===== config.mk =====
export PLATFORM = sky130hd
export DESIGN_NAME = dram_xfer_sched_flat
export DESIGN_NICKNAME = d
export VERILOG_FILES = /design/src/rtl/dram_xfer_sched_if.sv /design/src/rtl/dram_xfer_sched.sv /design/src/flat_wrapper.sv
export SDC_FILE = /design/constraint.sdc
export NUM_CORES = 1
export LEC_CHECK = 0
export ABC_AREA = 1
export ABC_CLOCK_PERIOD_IN_PS = 1400
export CAP_MARGIN = 15
export CORE_UTILIZATION = 36
export DETAILED_ROUTE_END_ITERATION = 10
export MAX_ROUTING_LAYER = met4
export PLACE_DENSITY = 0.8
export SYNTH_ARGS = -nofsm -noshare
export SYNTH_HDL_FRONTEND = slang
export SYNTH_SLANG_ARGS = --single-unit

===== constraint.sdc =====
create_clock -name CLK -period 1.4 [get_ports CLK]
set_input_delay 0.35 -clock CLK [delete_from_list [all_inputs] [get_ports CLK]]
set_output_delay 0.35 -clock CLK [all_outputs]
set_load 0.02 [all_outputs]

===== src/rtl/dram_xfer_sched_if.sv =====
// Bundle of requester and datapath signals around the DRAM burst scheduler.
// slave is the scheduler's view; master is the environment (requesters plus datapath).
interface dram_xfer_sched_if;
  // Write requester
  logic        wr_req;
  logic [2:0]  wr_col;
  logic [31:0] wr_data;
  logic        wr_gnt;
  logic        wr_data_rdy;
  logic        wr_done;

  // Read requester
  logic        rd_req;
  logic [2:0]  rd_col;
  logic        rd_gnt;
  logic        rd_valid;
  logic [31:0] rd_data;

  // Data-transfer datapath
  logic        dt_wr_en;
  logic        dt_rd_en;
  logic        dt_clear;
  logic [2:0]  dt_col_choice;
  logic [31:0] dt_memstore;
  logic [31:0] dt_memload;

  logic        busy;

  modport slave (
    input  wr_req, wr_col, wr_data, rd_req, rd_col, dt_memload,
    output wr_gnt, wr_data_rdy, wr_done, rd_gnt, rd_valid, rd_data,
    output dt_wr_en, dt_rd_en, dt_clear, dt_col_choice, dt_memstore, busy
  );

  modport master (
    output wr_req, wr_col, wr_data, rd_req, rd_col, dt_memload,
    input  wr_gnt, wr_data_rdy, wr_done, rd_gnt, rd_valid, rd_data,
    input  dt_wr_en, dt_rd_en, dt_clear, dt_col_choice, dt_memstore, busy
  );
endinterface


===== src/rtl/dram_xfer_sched.sv =====
// Single-channel DRAM burst scheduler: arbitrates one write and one read requester
// and sequences the DQ/DQS datapath through preamble, data beats and bus turnaround.
module dram_xfer_sched #(
  parameter int BURST      = 8,
  parameter int PREAMBLE   = 2,
  parameter int TURNAROUND = 2,
  parameter int CNT_W      = $clog2(PREAMBLE + BURST + TURNAROUND + 1)
) (
  input  logic               CLK,
  input  logic               RST,
  dram_xfer_sched_if.slave   bus
);

  localparam logic [CNT_W-1:0] CNT_DATA0    = CNT_W'(PREAMBLE);
  localparam logic [CNT_W-1:0] CNT_LAST     = CNT_W'(PREAMBLE + BURST);
  localparam logic [CNT_W-1:0] CNT_TURN_END = CNT_W'(TURNAROUND - 1);

  typedef enum logic [1:0] {IDLE, WRITE, READ, TURN} state_t;
  typedef enum logic       {PRIO_READ, PRIO_WRITE}   prio_t;

  state_t           state;
  prio_t            prio;
  logic [CNT_W-1:0] cnt;
  logic             pick_rd;
  logic             pick_wr;
  logic             beat;

  // NOTE: every output of this block is assigned on every path, so no latch is inferred.
  always_comb begin
    pick_rd = bus.rd_req && (!bus.wr_req || prio == PRIO_READ);
    pick_wr = bus.wr_req && !pick_rd;
  end

  assign beat            = (state == WRITE) && (cnt >= CNT_DATA0) && (cnt < CNT_LAST);
  assign bus.wr_data_rdy = beat;
  assign bus.busy        = (state != IDLE);

  // NOTE: non-blocking assignments throughout, so every flop samples pre-edge values.
  always_ff @(posedge CLK) begin
    if (RST) begin
      state             <= IDLE;
      prio              <= PRIO_READ;
      cnt               <= '0;
      bus.wr_gnt        <= 1'b0;
      bus.wr_done       <= 1'b0;
      bus.rd_gnt        <= 1'b0;
      bus.rd_valid      <= 1'b0;
      bus.rd_data       <= '0;
      bus.dt_wr_en      <= 1'b0;
      bus.dt_rd_en      <= 1'b0;
      bus.dt_clear      <= 1'b0;
      bus.dt_col_choice <= '0;
      bus.dt_memstore   <= '0;
    end else begin
      // Pulse outputs default low; the state arms below raise them for one cycle.
      bus.wr_gnt   <= 1'b0;
      bus.wr_done  <= 1'b0;
      bus.rd_gnt   <= 1'b0;
      bus.rd_valid <= 1'b0;
      bus.dt_clear <= 1'b0;

      unique case (state)
        IDLE: begin
          cnt <= '0;
          if (pick_rd) begin
            state             <= READ;
            prio              <= PRIO_WRITE;
            bus.rd_gnt        <= 1'b1;
            bus.dt_rd_en      <= 1'b1;
            bus.dt_col_choice <= bus.rd_col;
          end else if (pick_wr) begin
            state             <= WRITE;
            prio              <= PRIO_READ;
            bus.wr_gnt        <= 1'b1;
            bus.dt_wr_en      <= 1'b1;
            bus.dt_col_choice <= bus.wr_col;
          end
        end

        WRITE: begin
          if (beat) begin
            bus.dt_memstore <= bus.wr_data;
          end
          if (cnt == CNT_LAST) begin
            state        <= TURN;
            cnt          <= '0;
            bus.dt_wr_en <= 1'b0;
            bus.wr_done  <= 1'b1;
            bus.dt_clear <= 1'b1;
          end else begin
            cnt <= cnt + 1'b1;
          end
        end

        READ: begin
          // The word selected by dt_col_choice is on memload in the last enabled cycle.
          if (cnt == CNT_LAST) begin
            state        <= TURN;
            cnt          <= '0;
            bus.rd_data  <= bus.dt_memload;
            bus.rd_valid <= 1'b1;
            bus.dt_rd_en <= 1'b0;
            bus.dt_clear <= 1'b1;
          end else begin
            cnt <= cnt + 1'b1;
          end
        end

        TURN: begin
          if (cnt == CNT_TURN_END) begin
            state <= IDLE;
            cnt   <= '0;
          end else begin
            cnt <= cnt + 1'b1;
          end
        end

        default: begin
          state <= IDLE;
          cnt   <= '0;
        end
      endcase
    end
  end

  a_enables_exclusive: assert property (@(posedge CLK) disable iff (RST)
    !(bus.dt_wr_en && bus.dt_rd_en));

  a_cnt_in_range: assert property (@(posedge CLK) disable iff (RST)
    cnt <= CNT_LAST);

endmodule


===== src/flat_wrapper.sv =====
// flat-port wrapper written by rule: the top's interface ports become plain ports
module dram_xfer_sched_flat 
#(
  parameter int BURST      = 8,
  parameter int PREAMBLE   = 2,
  parameter int TURNAROUND = 2,
  parameter int CNT_W      = $clog2(PREAMBLE + BURST + TURNAROUND + 1)
)
  (CLK, RST, bus_wr_req, bus_wr_col, bus_wr_data, bus_rd_req, bus_rd_col, bus_dt_memload, bus_wr_gnt, bus_wr_data_rdy, bus_wr_done, bus_rd_gnt, bus_rd_valid, bus_rd_data, bus_dt_wr_en, bus_dt_rd_en, bus_dt_clear, bus_dt_col_choice, bus_dt_memstore, bus_busy);
  dram_xfer_sched_if bus_i ();
  input  logic CLK;
  input  logic RST;
  input wire logic [$bits(bus_i.wr_req)-1:0] bus_wr_req;
  input wire logic [$bits(bus_i.wr_col)-1:0] bus_wr_col;
  input wire logic [$bits(bus_i.wr_data)-1:0] bus_wr_data;
  input wire logic [$bits(bus_i.rd_req)-1:0] bus_rd_req;
  input wire logic [$bits(bus_i.rd_col)-1:0] bus_rd_col;
  input wire logic [$bits(bus_i.dt_memload)-1:0] bus_dt_memload;
  output wire logic [$bits(bus_i.wr_gnt)-1:0] bus_wr_gnt;
  output wire logic [$bits(bus_i.wr_data_rdy)-1:0] bus_wr_data_rdy;
  output wire logic [$bits(bus_i.wr_done)-1:0] bus_wr_done;
  output wire logic [$bits(bus_i.rd_gnt)-1:0] bus_rd_gnt;
  output wire logic [$bits(bus_i.rd_valid)-1:0] bus_rd_valid;
  output wire logic [$bits(bus_i.rd_data)-1:0] bus_rd_data;
  output wire logic [$bits(bus_i.dt_wr_en)-1:0] bus_dt_wr_en;
  output wire logic [$bits(bus_i.dt_rd_en)-1:0] bus_dt_rd_en;
  output wire logic [$bits(bus_i.dt_clear)-1:0] bus_dt_clear;
  output wire logic [$bits(bus_i.dt_col_choice)-1:0] bus_dt_col_choice;
  output wire logic [$bits(bus_i.dt_memstore)-1:0] bus_dt_memstore;
  output wire logic [$bits(bus_i.busy)-1:0] bus_busy;
  assign bus_i.wr_req = bus_wr_req;
  assign bus_i.wr_col = bus_wr_col;
  assign bus_i.wr_data = bus_wr_data;
  assign bus_i.rd_req = bus_rd_req;
  assign bus_i.rd_col = bus_rd_col;
  assign bus_i.dt_memload = bus_dt_memload;
  assign bus_wr_gnt = bus_i.wr_gnt;
  assign bus_wr_data_rdy = bus_i.wr_data_rdy;
  assign bus_wr_done = bus_i.wr_done;
  assign bus_rd_gnt = bus_i.rd_gnt;
  assign bus_rd_valid = bus_i.rd_valid;
  assign bus_rd_data = bus_i.rd_data;
  assign bus_dt_wr_en = bus_i.dt_wr_en;
  assign bus_dt_rd_en = bus_i.dt_rd_en;
  assign bus_dt_clear = bus_i.dt_clear;
  assign bus_dt_col_choice = bus_i.dt_col_choice;
  assign bus_dt_memstore = bus_i.dt_memstore;
  assign bus_busy = bus_i.busy;
  dram_xfer_sched #(.BURST(BURST), .PREAMBLE(PREAMBLE), .TURNAROUND(TURNAROUND), .CNT_W(CNT_W)) u_core (.CLK(CLK), .RST(RST), .bus(bus_i));
endmodule

==> results by group, run 1 <==
Status
  – Status: finished with violations
  – Failing checks: setup timing

Critical path
  – Critical Path RT: 1.05 ns
  – Crit path buf inv count: 2
  – Kind of critical path: flip-flop to output pin
  – Slowest CP cell: dfxtp_2
  – Crit-path cells: inv_2 > ha_1 > nand2_2 > nor2_4 > buf_6
  – Slowest cell delay on critical path: 0.33 ns
  – Cell family with most CP delay: flip-flops
  – Peak fanout along the critical path: 3
  – WP data arrival: 1.28 ns
  – Crit end category: output pin
  – Startpoint Class: flip-flop

Synth
  – Most area-hungry cell type in the Yosys netlist: dfxtp_1
  – Synth Instances: 393
  – Yosys reg bits: 81
  – Yosys Warn Count: 0
  – Post-synthesis average cell area: 7.88 um2
  – Seq/Total Area, Yosys: 52.4%
  – Netlist cell types: 22
  – Synth top area cells: dfxtp_1, nor2_1, o21ai_1, nor3_1, o21ai_0
  – Synthesized area: 3100 um2
  – Synth top area share: 52.4%
  – Mapped Nets: 474

Global routing
  – Number of global-route vias before repair: 3,156
  – Total congestion overflow: 0
  – GRT Total Usage: 20.4%
  – First-pass GRT wire length: 14,200 um
  – Largest net degree at the start of global routing: 33
  – Antenna violations before repair: 0

Die
  – Core ar.: 8260 um2
  – Row count: 33
  – Die span in y: 94.7 um
  – I/O pin count: 150
  – DIE WIDTH: 94.7 um
  – Die area: 8970 um2
  – Initial Util: 37.5%

Power and ir drop
  – Internal: 3.98 mW
  – Clock power frac: 31.3%
  – Switching share of power: 30.6%
  – VDD IR max: 0.544 mV
  – Net Sw Power: 1.76 mW
  – Sequential share of power: 43.3%
  – Tot Pwr: 5.74 mW
  – Power Density: 1020 nW/um2
  – Leakage: 2.38 nW
  – Combinational share of power: 25.4%

Detailed routing
  – Final WL: 9840 um
  – Routed length per instance: 14.6 um
  – Via count: 3,337
  – Post-route ant nets: 0
  – Starting DRT DRC Count: 140
  – DRC: 0
  – Number of vias per cell: 4.95
  – First-pass DRT Iterations: 5

Clocking
  – CTS Buf Count: 9
  – Worst-Skew Late Latency: 0.35 ns
  – Reg clk slew, reported paths: 0.09 ns
  – Longest Clk Path Bufs: 2
  – # hold bufs at CTS: 0
  – Clock Tree Root: clkbuf_8
  – H-Tree Depth: 3
  – CTS tree: yes
  – Clock sink total: 81

STA
  – Worst Tran Pin Value: 0.628 ns
  – Final period util: 116%
  – Clock skew: 0.0113 ns
  – Slew Viols, Final: 0
  – Peak Freq: 615 MHz
  – Final setup viols: 41
  – Rel. slew slack: 58.2%
  – Fin crit period: 1.63 ns
  – Final Hold Viols: 0
  – Final worst setup slack: -0.225 ns
  – RSZ-0062 raised after global routing: yes

Place
  – Gpl congestion: 0.841
  – HPWL after detailed placement: 6270 um
  – Port Buf Inserts: 149
  – Inst Count DP: 648

Layout
  – Ant. Diodes: 0
  – Most frequent cells in the layout: nor2_1, dfxtp_1, clkdlybuf4s50_1
  – Area grow syn2layout: 82.0%
  – Most common cell after layout, fill and taps aside: nor2_1
  – Share of layout cells above drive strength 1: 29.3%
  – Finished Layout Cells: 674
  – Area of the multi-input gates: 1780 um2
  – Seq. cell area: 1630 um2
  – Final net count: 645
  – Fillcell total: 672

Hold path
  – Worst min-delay path category: flip-flop to flip-flop

Run
  – Max-cap violation count: 0
-- layout make-up --
cell class	count	area share (%)
well taps	105	2.33
inverters	14	1.11
clock buffers	9	2.20
flip-flops and latches	81	28.9
multi-input cells	275	31.6
clock inverters	7	1.58
repair buffers	183	32.3
-- worst paths after layout --
check        slack (ns)                             start  cells after the start                                  to
max reg2reg       -0.07      u_core.state[0]$_SDFFE_PP0P_                      9  u_core.bus.rd_data[3]$_SDFFE_PP0P_
min                0.47  u_core.bus.dt_wr_en$_SDFFE_PP0P_                      2    u_core.bus.dt_wr_en$_SDFFE_PP0P_
min reg2reg        0.47  u_core.bus.dt_wr_en$_SDFFE_PP0P_                      2    u_core.bus.dt_wr_en$_SDFFE_PP0P_
max               -0.23      u_core.state[1]$_SDFFE_PP0P_                      5                     bus_wr_data_rdy
-- repair_timing --
item                       in CTS  in global routing
buffers inserted                1                  4
gates resized for setup       130                199
gates cloned                    1                  5
pin swaps                       3                 30
setup endpoints to repair     129                134
-- worst reg2reg max path, stage by stage, from the launching register on --
cell,delay (ns)
dfxtp_2,0.35
inv_2,0.08
buf_6,0.11
ha_4,0.14
inv_4,0.04
nor2_4,0.18
clkinv_4,0.15
clkbuf_16,0.21
nor2_2,0.08
nor2_1,0.05
-- state kept, by name (all words and copies together) (netlist names), 2 cells and up --
| name | flops |
|---|---|
| u_core.cnt | 4 |
| u_core.bus.dt_col_choice | 3 |
| u_core.bus.dt_memstore | 32 |
| u_core.bus.rd_data | 32 |
| u_core.state | 2 |
-- logic make-up after synthesis --
kind of cell / Yosys count / share of synthesized area, %
AOI/OAI and AO/OA: 75 / 12.2
xor gates and xnor gates: 2 / 0.566
adders and majority gates: 7 / 2.83
buffers and inverters: 37 / 6.59
DFF: 81 / 52.4
and+or+nand+nor: 191 / 25.4
-- synthesized netlist by cell type --
cell	instances
nor2_1	116
dfxtp_1	81
o21ai_1	36
nor3_1	34
nand2_1	32
o21ai_0	32
inv_1	11
buf_2	7
clkbuf_1	7
ha_1	7
buf_6	6
a21oi_1	5
nand3_1	5
buf_4	3
clkinv_1	2
nand2_2	2
nor2_4	2
inv_2	1
o21a_1	1
o22ai_1	1
xnor2_1	1
xor2_1	1
-- layer usage --
layer / part of all wire [%] / routed length, um / GRT usage (%) / vias to the layer above
met5: 0 / 0 / - / -
li1: - / - / - / 1634
met4: 1.5 / 146 / 6.69 / 0
met2: 51 / 4980 / 34.5 / 145
met1: 41 / 4010 / 23.9 / 1541
met3: 7.1 / 700 / 4.43 / 17
-- power by group through the flow --
stage	sequential (mW)	combinational (mW)	clock [mW]
3_3_place_gp	2.52	1.21	0
2_1_floorplan	2.62	0.510	0
3_5_place_dp	2.53	1.24	0
6_report	2.49	1.46	1.80
4_1_cts	2.48	1.29	1.83
5_1_grt	2.50	1.57	1.93
-- per-stage QoR --
step | TNS (ns) | util [%] | hold WS (ns) | setup slack (ns) | cell area, um2
floorplan | 0 | - | 0.435 | 0.0146 | 3100
global placement | -1.41 | 58.2 | 0.458 | -0.316 | 4800
detailed placement | -3.50 | 58.2 | 0.459 | -0.338 | 4800
CTS | -0.352 | 60.8 | 0.472 | -0.254 | 5020
global route | -6.91 | 68.2 | 0.484 | -0.329 | 5630
finish | -1.97 | 68.2 | 0.470 | -0.225 | 5630
No activity file was read; power rests on OpenSTA's default activity.
==> inputs of run 2 (changes only) <==
--- a/config.mk
+++ b/config.mk
@@ -10,8 +10,10 @@
 export CAP_MARGIN = 15
 export CORE_UTILIZATION = 36
 export DETAILED_ROUTE_END_ITERATION = 10
+export GPL_ROUTABILITY_DRIVEN = 0
 export MAX_ROUTING_LAYER = met4
 export PLACE_DENSITY = 0.8
+export SKIP_CTS_REPAIR_TIMING = 1
 export SYNTH_ARGS = -nofsm -noshare
 export SYNTH_HDL_FRONTEND = slang
 export SYNTH_SLANG_ARGS = --single-unit
==> results by group, run 2 (synthesized netlist as in run 1, its figures left out) <==
Status
  – Status: finished with violations (unchanged)
  – Failing checks: setup timing (unchanged)

Detailed routing
  – DRC: 0 (unchanged)
  – Post-route ant nets: 0 (unchanged)
  – Number of vias per cell: 4.91 (was 4.95)
  – Final WL: 9750 um (was 9840 um)
  – Via count: 3,311 (was 3,337)
  – Starting DRT DRC Count: 125 (was 140)
  – Routed length per instance: 14.5 um (was 14.6 um)
  – First-pass DRT Iterations: 5 (unchanged)

Critical path
  – R2r startpoint: u_core.cnt[2]$_SDFF_PP0_ (was u_core.state[0]$_SDFFE_PP0P_)
  – Reg2reg path depth: 8 (was 9)
  – Kind of critical path: flip-flop to output pin (unchanged)
  – Crit end category: output pin (unchanged)
  – Startpoint Class: flip-flop (unchanged)
  – RR Endpoint: u_core.bus.rd_data[8]$_SDFFE_PP0P_ (was u_core.bus.rd_data[3]$_SDFFE_PP0P_)
  – Peak fanout along the critical path: 2 (was 3)
  – Critical Path RT: 1.05 ns (about the same)
  – WP data arrival: 1.28 ns (about the same)
  – Reg2Reg Setup Slack: -0.03 ns (was -0.07 ns)

STA
  – Fin crit period: 1.63 ns (about the same)
  – Clock skew: 0.00941 ns (was 0.0113 ns)
  – Worst Tran Pin Value: 0.343 ns (was 0.628 ns)
  – Final period util: 117% (was 116%)
  – Final worst setup slack: -0.234 ns (was -0.225 ns)
  – Final Hold Viols: 0 (unchanged)
  – Slew Viols, Final: 0 (unchanged)
  – Rel. slew slack: 77.2% (was 58.2%)
  – Final setup viols: 8 (was 41)
  – RSZ-0062 raised after global routing: yes (unchanged)
  – Peak Freq: 612 MHz (was 615 MHz)

Layout
  – Most common cell after layout, fill and taps aside: nor2_1 (unchanged)
  – Area grow syn2layout: 84.0% (was 82.0%)
  – Largest registers: u_core.bus.dt_memstore x32, u_core.bus.rd_data x32, u_core.cnt x4 (unchanged)
  – Most frequent cells in the layout: nor2_1, dfxtp_1, dlymetal6s2s_1 (was nor2_1, dfxtp_1, clkdlybuf4s50_1)
  – Finished Layout Cells: 674 (unchanged)
  – Ant. Diodes: 0 (unchanged)
  – Share of layout cells above drive strength 1: 20.9% (was 29.3%)
  – Final net count: 645 (unchanged)

Global routing
  – Antenna violations before repair: 0 (unchanged)
  – GRT Total Usage: 19.9% (was 20.4%)
  – Total congestion overflow: 0 (unchanged)
  – Number of global-route vias before repair: 3,133 (was 3,156)
  – First-pass GRT wire length: 13,900 um (was 14,200 um)
  – Largest net degree at the start of global routing: 33 (unchanged)

Die
  – Die span in y: 94.7 um (unchanged)
  – Die area: 8970 um2 (unchanged)
  – Initial Util: 37.5% (unchanged)
  – Row count: 33 (unchanged)
  – Core ar.: 8260 um2 (unchanged)
  – I/O pin count: 150 (unchanged)
  – DIE WIDTH: 94.7 um (unchanged)

Clocking
  – H-Tree Depth: 3 (unchanged)
  – Longest Clk Path Bufs: 2 (unchanged)
  – CTS Buf Count: 9 (unchanged)
  – Reg clk slew, reported paths: 0.09 ns (about the same)
  – Worst-Skew Late Latency: 0.35 ns (about the same)
  – Clock sink total: 81 (unchanged)
  – CTS tree: yes (unchanged)
  – Clock Tree Root: clkbuf_8 (unchanged)

Place
  – Inst Count DP: 648 (unchanged)
  – Port Buf Inserts: 149 (unchanged)
  – HPWL after detailed placement: 6270 um (unchanged)
  – Place WS: -0.338 ns (unchanged)

Power and ir drop
  – Leakage: 3.57 nW (was 2.38 nW)
  – Internal: 3.99 mW (was 3.98 mW)
  – Clock power frac: 31.4% (was 31.3%)
  – Power Density: 1000 nW/um2 (was 1020 nW/um2)
  – Combinational share of power: 25.2% (was 25.4%)
  – Switching share of power: 30.2% (was 30.6%)
  – Sequential share of power: 43.5% (was 43.3%)
  – VDD IR max: 0.518 mV (was 0.544 mV)
  – Tot Pwr: 5.72 mW (was 5.74 mW)
  – Net Sw Power: 1.73 mW (was 1.76 mW)

Hold path
  – Hold depth: 2 (unchanged)
  – Hold endpoint: u_core.bus.dt_wr_en$_SDFFE_PP0P_ (unchanged)
  – Worst min-delay path category: flip-flop to flip-flop (unchanged)
  – Hold Crit Start: u_core.bus.dt_wr_en$_SDFFE_PP0P_ (unchanged)

Run
  – Max-cap violation count: 0 (unchanged)
run 2: changes by cell type in the layout (fill, tap and decap cells not counted), sizes merged:
cell | before | now
dlymetal6s2s | 0 | 74
clkdlybuf4s15 | 41 | 0
clkbuf | 35 | 13
dlygate4sd2 | 11 | 0
clkinv | 5 | 4
inv | 14 | 15
run 2: worst max-delay path by stage:
stage | end | from | depth (start not counted)
after global placement | bus_wr_data_rdy | u_core.cnt[0]$_SDFF_PP0_ | 7
after floorplan | bus_wr_data_rdy | u_core.cnt[0]$_SDFF_PP0_ | 7
after CTS | bus_wr_data_rdy | u_core.cnt[0]$_SDFF_PP0_ | 7
after detailed placement | bus_wr_data_rdy | u_core.cnt[0]$_SDFF_PP0_ | 7
final | bus_wr_data_rdy | u_core.cnt[0]$_SDFF_PP0_ | 7
after global routing | bus_wr_data_rdy | u_core.cnt[0]$_SDFF_PP0_ | 7
run 2: cell type report:
class / count / area [um2]
Sequential cell: 81 / 1630
Multi-Input combinational cell: 275 / 1570
Timing Repair Buffer: 183 / 2090
Clock inverter: 7 / 88.8
Tap cell: 105 / 131
Inverter: 14 / 65.1
Clock buffer: 9 / 124
Fill cell: 653 / 2560
run 2: per-stage QoR:
stage / TNS, ns / instance area, um2 / util, % / hold WS [ns]
after detailed placement: -3.50 / 4800 / 58.2 / 0.459
final: -0.349 / 5690 / 69.0 / 0.466
after global routing: -5.56 / 5690 / 69.0 / 0.486
after global placement: -1.41 / 4800 / 58.2 / 0.458
after floorplan: 0 / 3100 / - / 0.435
after CTS: -23.29 / 5020 / 60.7 / 0.475
run 2: critical path, cell delays in order (launching register included):
cell and delay (ns):
dfxtp_2 0.35, inv_2 0.05, ha_4 0.15, nor2_2 0.06, nand2_1 0.06, nand2_2 0.10
nor2_4 0.04, buf_6 0.13
run 2: power by group through the flow:
stage               Combinational [mW]  Sequential (mW)  Clock [mW]
finish                            1.44             2.49        1.79
global route                      1.55             2.50        1.91
CTS                               1.25             2.47        1.83
detailed placement                1.24             2.53           0
global placement                  1.21             2.52           0
floorplan                        0.510             2.62           0
run 2: layer usage:
layer	routed length, um	share of wire [%]	global-route usage, %
met1	4050	42	23.2
met2	4910	50	33.5
met3	616	6.3	4.67
met4	168	1.7	6.69
met5	0	0	-
